$ cat src/rtl/pixel_readout_buffer_if.sv
// Pixel stream from the readout buffer to the host-side sink.
// One pixel per beat, transferred on valid & ready.
interface pixel_readout_buffer_if #(
    parameter int DATA_WIDTH = 8
);
    logic [DATA_WIDTH-1:0] o_Pixel_data;
    logic                  o_Pixel_valid;
    logic [1:0]            o_Pixel_index;
    logic                  o_Frame_last;
    logic                  i_Pixel_ready;

    modport master (
        output o_Pixel_data,
        output o_Pixel_valid,
        output o_Pixel_index,
        output o_Frame_last,
        input  i_Pixel_ready
    );

    modport slave (
        input  o_Pixel_data,
        input  o_Pixel_valid,
        input  o_Pixel_index,
        input  o_Frame_last,
        output i_Pixel_ready
    );
endinterface

$ cat src/rtl/pixel_readout_buffer.sv
// Captures two-column ADC rows into a ping-pong 2x2 frame buffer
// and streams completed frames one pixel per beat.
module pixel_readout_buffer #(
    parameter int DATA_WIDTH = 8
) (
    input  logic                    i_Clock,
    input  logic                    i_Reset,
    input  logic                    i_NRE_1,
    input  logic                    i_NRE_2,
    input  logic                    i_ADC,
    input  logic                    i_Erase,
    input  logic [2*DATA_WIDTH-1:0] i_ADC_data,
    pixel_readout_buffer_if.master  pix,
    output logic [7:0]              o_Frame_count,
    output logic                    o_Overrun,
    output logic                    o_Seq_error
);

    typedef enum logic [1:0] {
        WAIT_R1 = 2'd0,
        WAIT_R2 = 2'd1,
        DROP    = 2'd2
    } state_t;

    state_t r_state;
    state_t w_next;

    logic r_adc_d;
    logic w_strobe;
    logic w_row1;
    logic w_row2;
    logic w_bad;

    logic [DATA_WIDTH-1:0] r_mem [2][4];
    logic [1:0]            r_full;
    logic [1:0]            w_full_nxt;
    logic                  r_wptr;
    logic                  r_rptr;
    logic                  w_rnext;

    logic                  r_valid;
    logic [DATA_WIDTH-1:0] r_data;
    logic [1:0]            r_index;
    logic                  r_last;
    logic [7:0]            r_frame_count;
    logic                  r_overrun;
    logic                  r_seq_error;

    logic w_xfer;
    logic w_last_xfer;
    logic w_free;
    logic w_wr_r1;
    logic w_commit;
    logic w_ovr;
    logic w_seq;

    assign w_strobe = i_ADC & ~r_adc_d;
    assign w_row1   = w_strobe & ~i_NRE_1 & i_NRE_2;
    assign w_row2   = w_strobe & i_NRE_1 & ~i_NRE_2;
    assign w_bad    = w_strobe & (i_NRE_1 == i_NRE_2);

    assign w_xfer      = r_valid & pix.i_Pixel_ready;
    assign w_last_xfer = w_xfer & r_last;
    assign w_rnext     = ~r_rptr;

    // A bank finishing its last beat this cycle counts as free.
    assign w_free = ~r_full[r_wptr]
                  | (w_last_xfer & (r_wptr == r_rptr));

    always_ff @(posedge i_Clock) begin
        if (i_Reset) begin
            r_state <= WAIT_R1;
            r_adc_d <= 1'b0;
        end else begin
            r_state <= w_next;
            r_adc_d <= i_ADC;
        end
    end

    always_comb begin
        w_next   = r_state;
        w_wr_r1  = 1'b0;
        w_commit = 1'b0;
        w_ovr    = 1'b0;
        w_seq    = 1'b0;
        if (i_Erase) begin
            w_next = WAIT_R1;
        end else if (w_bad) begin
            w_seq = 1'b1;
        end else begin
            case (r_state)
                WAIT_R1: begin
                    if (w_row1) begin
                        if (w_free) begin
                            w_wr_r1 = 1'b1;
                            w_next  = WAIT_R2;
                        end else begin
                            w_ovr  = 1'b1;
                            w_next = DROP;
                        end
                    end else if (w_row2) begin
                        w_seq = 1'b1;
                    end
                end
                WAIT_R2: begin
                    if (w_row1) begin
                        w_wr_r1 = 1'b1;
                    end else if (w_row2) begin
                        w_commit = 1'b1;
                        w_next   = WAIT_R1;
                    end
                end
                DROP: begin
                    if (w_row2) begin
                        w_next = WAIT_R1;
                    end
                end
                default: w_next = WAIT_R1;
            endcase
        end
    end

    always_ff @(posedge i_Clock) begin
        if (w_wr_r1) begin
            r_mem[r_wptr][0] <= i_ADC_data[DATA_WIDTH-1:0];
            r_mem[r_wptr][1] <= i_ADC_data[2*DATA_WIDTH-1:DATA_WIDTH];
        end
        if (w_commit) begin
            r_mem[r_wptr][2] <= i_ADC_data[DATA_WIDTH-1:0];
            r_mem[r_wptr][3] <= i_ADC_data[2*DATA_WIDTH-1:DATA_WIDTH];
        end
    end

    always_comb begin
        w_full_nxt = r_full;
        if (w_last_xfer) begin
            w_full_nxt[r_rptr] = 1'b0;
        end
        if (w_commit) begin
            w_full_nxt[r_wptr] = 1'b1;
        end
    end

    always_ff @(posedge i_Clock) begin
        if (i_Reset) begin
            r_full        <= 2'b00;
            r_wptr        <= 1'b0;
            r_frame_count <= 8'd0;
            r_overrun     <= 1'b0;
            r_seq_error   <= 1'b0;
        end else begin
            r_full <= w_full_nxt;
            if (w_commit) begin
                r_wptr        <= ~r_wptr;
                r_frame_count <= r_frame_count + 8'd1;
            end
            if (w_ovr) begin
                r_overrun <= 1'b1;
            end
            if (w_seq) begin
                r_seq_error <= 1'b1;
            end
        end
    end

    // On the last beat the other bank is launched directly, so
    // back-to-back frames stream without a gap.
    always_ff @(posedge i_Clock) begin
        if (i_Reset) begin
            r_rptr  <= 1'b0;
            r_valid <= 1'b0;
            r_data  <= '0;
            r_index <= 2'd0;
            r_last  <= 1'b0;
        end else if (w_last_xfer) begin
            r_rptr  <= w_rnext;
            r_index <= 2'd0;
            r_last  <= 1'b0;
            r_valid <= r_full[w_rnext];
            if (r_full[w_rnext]) begin
                r_data <= r_mem[w_rnext][0];
            end
        end else if (w_xfer) begin
            r_index <= r_index + 2'd1;
            r_data  <= r_mem[r_rptr][r_index + 2'd1];
            r_last  <= (r_index == 2'd2);
        end else if (!r_valid && r_full[r_rptr]) begin
            r_valid <= 1'b1;
            r_data  <= r_mem[r_rptr][0];
            r_index <= 2'd0;
            r_last  <= 1'b0;
        end
    end

    assign pix.o_Pixel_valid = r_valid;
    assign pix.o_Pixel_data  = r_data;
    assign pix.o_Pixel_index = r_index;
    assign pix.o_Frame_last  = r_last;
    assign o_Frame_count     = r_frame_count;
    assign o_Overrun         = r_overrun;
    assign o_Seq_error       = r_seq_error;

endmodule

$ cat src/flat_wrapper.sv
// flat-port wrapper written by rule: the top's interface ports become plain ports
module pixel_readout_buffer_flat 
#(
    parameter int DATA_WIDTH = 8
)
  (i_Clock, i_Reset, i_NRE_1, i_NRE_2, i_ADC, i_Erase, i_ADC_data, o_Frame_count, o_Overrun, o_Seq_error, pix_o_Pixel_data, pix_o_Pixel_valid, pix_o_Pixel_index, pix_o_Frame_last, pix_i_Pixel_ready);
  pixel_readout_buffer_if #(.DATA_WIDTH(DATA_WIDTH)) pix_i ();
  input  logic i_Clock;
  input  logic i_Reset;
  input  logic i_NRE_1;
  input  logic i_NRE_2;
  input  logic i_ADC;
  input  logic i_Erase;
  input  logic [2*DATA_WIDTH-1:0] i_ADC_data;
  output logic [7:0] o_Frame_count;
  output logic o_Overrun;
  output logic o_Seq_error;
  output wire logic [$bits(pix_i.o_Pixel_data)-1:0] pix_o_Pixel_data;
  output wire logic [$bits(pix_i.o_Pixel_valid)-1:0] pix_o_Pixel_valid;
  output wire logic [$bits(pix_i.o_Pixel_index)-1:0] pix_o_Pixel_index;
  output wire logic [$bits(pix_i.o_Frame_last)-1:0] pix_o_Frame_last;
  input wire logic [$bits(pix_i.i_Pixel_ready)-1:0] pix_i_Pixel_ready;
  assign pix_o_Pixel_data = pix_i.o_Pixel_data;
  assign pix_o_Pixel_valid = pix_i.o_Pixel_valid;
  assign pix_o_Pixel_index = pix_i.o_Pixel_index;
  assign pix_o_Frame_last = pix_i.o_Frame_last;
  assign pix_i.i_Pixel_ready = pix_i_Pixel_ready;
  pixel_readout_buffer #(.DATA_WIDTH(DATA_WIDTH)) u_core (.i_Clock(i_Clock), .i_Reset(i_Reset), .i_NRE_1(i_NRE_1), .i_NRE_2(i_NRE_2), .i_ADC(i_ADC), .i_Erase(i_Erase), .i_ADC_data(i_ADC_data), .pix(pix_i), .o_Frame_count(o_Frame_count), .o_Overrun(o_Overrun), .o_Seq_error(o_Seq_error));
endmodule
$ cat config.mk
export PLATFORM = sky130hd
export DESIGN_NAME = pixel_readout_buffer_flat
export DESIGN_NICKNAME = d
export VERILOG_FILES = /design/src/rtl/pixel_readout_buffer_if.sv /design/src/rtl/pixel_readout_buffer.sv /design/src/flat_wrapper.sv
export SDC_FILE = /design/constraint.sdc
export NUM_CORES = 1
export LEC_CHECK = 0
export ABC_AREA = 1
export BUFFER_PORTS_ARGS = -buffer_cell sky130_fd_sc_hd__clkbuf_2
export CAP_MARGIN = 0
export CORE_ASPECT_RATIO = 0.9
export CORE_MARGIN = 5
export CORE_UTILIZATION = 55
export CTS_BUF_LIST = sky130_fd_sc_hd__clkbuf_4
export CTS_CLUSTER_SIZE = 8
export DETAILED_ROUTE_END_ITERATION = 8
export GPL_TIMING_DRIVEN = 1
export PLACE_DENSITY = 0.77
export SYNTH_ARGS = -nofsm -noshare
export SYNTH_HDL_FRONTEND = slang
export SYNTH_SLANG_ARGS = --single-unit
$ cat constraint.sdc
create_clock -name i_Clock -period 3.24 [get_ports i_Clock]
set_input_delay 0.972 -clock i_Clock [delete_from_list [all_inputs] [get_ports i_Clock]]
set_output_delay 0.972 -clock i_Clock [all_outputs]
set_load 0.01 [all_outputs]
Word-level counts from Yosys, hierarchy flattened
Memories as Yosys holds them, arrays and structs flattened. A register that Yosys moved wholly into a read port is not among the register bits. Index checks and enable logic that the tools add are counted.

Logic and storage cells: 120. Output and inout port bits: 22. Memories: 1. Bits in writable memories: 64. Flip-flop bits (word level): 29. Input port bits: 23.

Reduce and logical (&&, ||, !) cells: 13. Add/subtract/negate cells: 2. Equality and inequality tests: 9. Order comparisons: 6. Multiplexer cells: 56. Bitwise logic cells: 21.

Memories: u_core.r_mem (words 2, bits a word 32, read ports 2, clocked after Yosys merged registers in 1, wr ports 1, line pixel_readout_buffer.sv:34) `logic [DATA_WIDTH-1:0] r_mem [2][4];`.

Operators with widths (count): 8-bit two-way mux (6); 1-bit two-way mux (37); 8-bit binary-select mux with 2-bit select (1); 2-bit two-way mux (8); 1-bit AND (9); 8-bit by 1-bit adder with 8-bit output (second input constant) (1); 1-bit inverter (7); 1-bit by 2-bit less-than comparator with 1-bit output (second input constant) (3); 2-bit inequality test (second input constant) (3); 2-bit one-hot mux with 3 select lines (1); 2-bit == test (second input constant) (2); 2-bit AND reduction (2); 2-bit nonzero test (2); 2-bit OR reduction (2); 3-bit greater-or-equal comparator (second input constant) (1); 1-bit logical AND (3); 2-bit inverter with 3-bit output (1); 3-bit AND reduction (1); 3-bit nonzero test (1); 2-bit by 1-bit adder with 2-bit output (second input constant) (1); 2-bit AND (1); 1-bit demux with 1-bit select (2); 1-bit == test (2); 2-bit by 1-bit == test with 1-bit output (second input constant) (1); other kinds (8) (9).

Longest topological paths before layout
Word-level depth: 11. Mapped depth: 10. Depth with buffers taken out: 9.

Worst setup path before layout
No wires, ideal clock.

Path type: input -> register. Start: in pix_i_Pixel_ready. End: mem u_core.r_mem[0][16] (netlist bit) (enable). Slack: 597 ps. Path buffers: 0. Data required time: 2852 ps. Cell stages on the path: 6. Data arrival time: 2255 ps. Path through: nand2_4 nor2_8 nand3_1 a21oi_1 o21ai_0 nor2_1.

Cells in the longest elaborated chain, start to end: 11.

Ends and longest elaborated chain: start, declared (line flat_wrapper.sv:22) `input wire logic [$bits(pix_i.i_Pixel_ready)-1:0] pix_i_Pixel_ready;`; 1-bit AND (line pixel_readout_buffer.sv:62) `assign w_xfer = r_valid & pix.i_Pixel_ready;`; 1-bit AND (line pixel_readout_buffer.sv:63) `assign w_last_xfer = w_xfer & r_last;`; 1-bit AND (line pixel_readout_buffer.sv:68) `| (w_last_xfer & (r_wptr == r_rptr));`; 1-bit OR (line pixel_readout_buffer.sv:68); 1-bit two-way mux (line pixel_readout_buffer.sv:94) `if (w_free) begin`; 1-bit two-way mux (line pixel_readout_buffer.sv:93) `if (w_row1) begin`; 1-bit one-hot mux with 2 select lines (line pixel_readout_buffer.sv:91) `case (r_state)`; 1-bit two-way mux (line pixel_readout_buffer.sv:88) `end else if (w_bad) begin`; 1-bit two-way mux (line pixel_readout_buffer.sv:86) `if (i_Erase) begin`; 1-bit two-way mux (line pixel_readout_buffer.sv:124) `if (w_wr_r1) begin`; 1-bit two-way mux (not written as such) (line pixel_readout_buffer.sv:126) `r_mem[r_wptr][1] <= i_ADC_data[2*DATA_WIDTH-1:DATA_WIDTH];`; end, declared (line pixel_readout_buffer.sv:34).

No other way between the ends.

Final worst setup path
Start: reg u_core.r_index[0], in the netlist u_core.pix.o_Pixel_index[0]. End: out pix_o_Pixel_index[0].

RTL lines: start, declared (line pixel_readout_buffer.sv:43) `logic [1:0] r_index;`; start signal, assigned (line pixel_readout_buffer.sv:184) `r_index <= r_index + 2'd1;`; end, declared (line flat_wrapper.sv:20) `output wire logic [$bits(pix_i.o_Pixel_index)-1:0] pix_o_Pixel_index;`.

No word-level cell between the ends.

==> impl_metrics.yaml <==
placement:
  routabilityCongestion: 0.881
  place_worst_setup_slack_ps: 571
  place_area_mm2: 0.00460
  port_buffers: 44
  dp_hpwl_mm: 6.02
worst_setup_path:
  cp_top_family: "buffers and inverters"
  worstRegToRegCells: 8
  worst-setup-path-type: "reg2out"
  crit_fanout: 13
  crit_slowest_cell: "dfxtp_1"
  crit_buf_inv: 2
  end_kind: "output pin"
  critical-path-max-stage-delay_ps: 370
  path_cells: "buf_4, clkbuf_2"
  crit_cells: 2
  critPathRequiredTime_ps: 2270
  worstPathArrival_ps: 1230
  critPathLaunchType: "flip-flop"
synth:
  ys.flop_type: "edfxtp_1"
  ys_types: 30
  yosys-top-cells-count: "177 x nand2_1, 64 x edfxtp_1, 58 x inv_1"
  netlist_instances: 482
  synth.area.top_cells: "edfxtp_1 45%, nand2_1 15%, dfxtp_1 14%"
  synth_top_cell_area_share_pct: 44.7
  ys_seq_elements: 94
  yosys.area.top_type: "edfxtp_1"
  synth-edff-count: 64
  synth.cell_area_mm2: 0.00430
  synth_area_per_cell_um2: 8.93
  yosys_warnings: 0
  synth_most_common_cell: "nand2_1"
  synth_fp_nets: 509
  ys_seq_area_share_pct: 58.6
  async_reset_ff_share_pct: 0
die:
  num_rows: 30
  core_mm2: 0.00758
  die_x_um: 103
  ios: 45
  die_h_um: 93.9
  start_util_pct: 56.8
  dieArea_mm2: 0.00970
clock_network:
  clock_latency_ps: 460
  cts_hold_buffers: 0
  cts.sinks: 94
  post_cts_resized: 0
  cts_max_level: 3
  clk_path_buf_depth: 2
  cts_root_buf: "clkbuf_4"
  cts_made_buffers: 9
  cts_tree: "built"
  post-cts-setup-buffers: 0
  clk_pin_slew_ps: 160
outcome:
  status: "finished clean"
global_route:
  use_met3_pct: 5.72
  grt_max_degree: 34
  grt_pass1_wl_mm: 14.2
  grt-busiest-layer: "met2"
  antenna_found_initial: 0
  grt-ovfl-total: 0
  grt_usage_pct: 19.4
  grt_util_met2_pct: 28.2
  grtUsageMet1_pct: 27.9
  grt_pass1_vias: 2930
finish:
  multiInputGateArea_mm2: 0.00146
  syn_to_final_growth_pct: 10.0
  finalNetCount: 555
  regArea_mm2: 0.00252
  diodes: 0
  fill_cells: 639
  utilization_pct: 62.5
  layout-drive-gt1-share_pct: 18.2
  final_area_mm2: 0.00474
min_path:
  hold_depth: 2
  hold_class: "reg2reg"
routing:
  drtPass1Iterations: 5
  remaining_drc_errors: 0
  vias_per_cell: 5.17
  vias: 3252
  wl_per_cell_um: 13.9
  drt-initial-drc-count: 223
  ant_nets: 0
  drt-total-wl_mm: 8.72
sta:
  final-setup-viol-count: 0
  min_period_ps: 2200
  setup_slack_ps: 1040
  tightest_slew_ps: 691
  final-hold-violation-count: 0
  skew_ps: 14.8
  fmax_mhz: 455
  maxSlewHeadroom_pct: 53.9
  rsz0062_at_grt: "no"
  slew_violations: 0
  period_share_pct: 67.9
  setup_tns_ps: 0
pwr:
  pwr_density_cell_mw_per_mm2: 412
  peakVddDrop_mv: 0.268
  power_leakage_nw: 2.11
flow_run:
  max-cap-violations: 0
final timing paths:
kind | startpoint | end | slack [ps]
hold reg to reg | u_core.o_Frame_count[4] | u_core.o_Frame_count[4] | 480
setup reg to reg | u_core.r_state[1] | u_core.r_mem[0][11] | 1100
setup / recovery | u_core.pix.o_Pixel_index[0] | pix_o_Pixel_index[0] | 1040
hold / removal | u_core.o_Frame_count[4] | u_core.o_Frame_count[4] | 480
metal layers:
metal,wire length (µm),vias to the layer above
met5,0,-
met4,176,0
met3,775,23
met2,3760,133
met1,4000,1443
li1,-,1653
flip-flops by register name, indices dropped and copies added, names as in the netlist, named ones only:
register,flops
u_core.o_Frame_count,8
u_core.o_Overrun,1
u_core.o_Seq_error,1
u_core.pix.o_Frame_last,1
u_core.pix.o_Pixel_data,8
u_core.pix.o_Pixel_index,2
u_core.pix.o_Pixel_valid,1
u_core.r_adc_d,1
u_core.r_full,2
u_core.r_mem,64
u_core.r_rptr,1
u_core.r_state,2
u_core.r_wptr,1
through the flow:
step	total power [mW]	hold slack [ps]	std cells
after detailed placement	1.38	452	613
after global routing	2.05	506	629
final	1.95	480	629
after CTS	1.97	482	629
after floorplan	1.35	456	482
after global placement	1.37	448	613
worst reg2reg max path: cells and delay by family, from the launching register on:
kind	cells	cell delay (ps)
flops	1	330
buf+inv	4	830
fa+ha+maj	1	210
simple gates	3	420
cell type report:
class,count,share of cell area [%]
sequential,94,53.3
clock buffer,9,1.43
inverter,63,4.99
clock inverter,7,1.45
timing repair buffer,50,5.60
tap,96,2.54
multi-input combinational,310,30.7
cell families (layout without fill, tap and decap cells):
group           after synthesis  in the layout  synth area share (%)
fa+ha+maj                     4              4                  1.16
buf+inv                      78            129                  7.59
simple gates                257            257                  25.5
xor+xnor                      1              1                 0.204
compound gates               48             48                  6.95
flops                        94             94                  58.6
report_power, final:
group	leakage [nW]	switching, mW	internal [mW]
clock network	0.0731	0.425	0.177
logic	1.22	0.0401	0.0216
registers	0.818	0.00274	1.29
cells in the final DEF (no fill, tap or decap), types with 2 or more instances in the layout:
cell / instances
nand2_1: 177
edfxtp_1: 64
inv_1: 58
clkbuf_2: 44
nand3_1: 38
dfxtp_1: 30
a21oi_1: 25
nor2_1: 22
nor2_2: 10
o21ai_0: 9
clkbuf_4: 9
a21oi_2: 8
buf_4: 6
inv_2: 5
ha_1: 4
nand2_4: 2
nor3_2: 2
o21ai_1: 2
inv_8: 2
No activity file was read; power rests on OpenSTA's default activity.
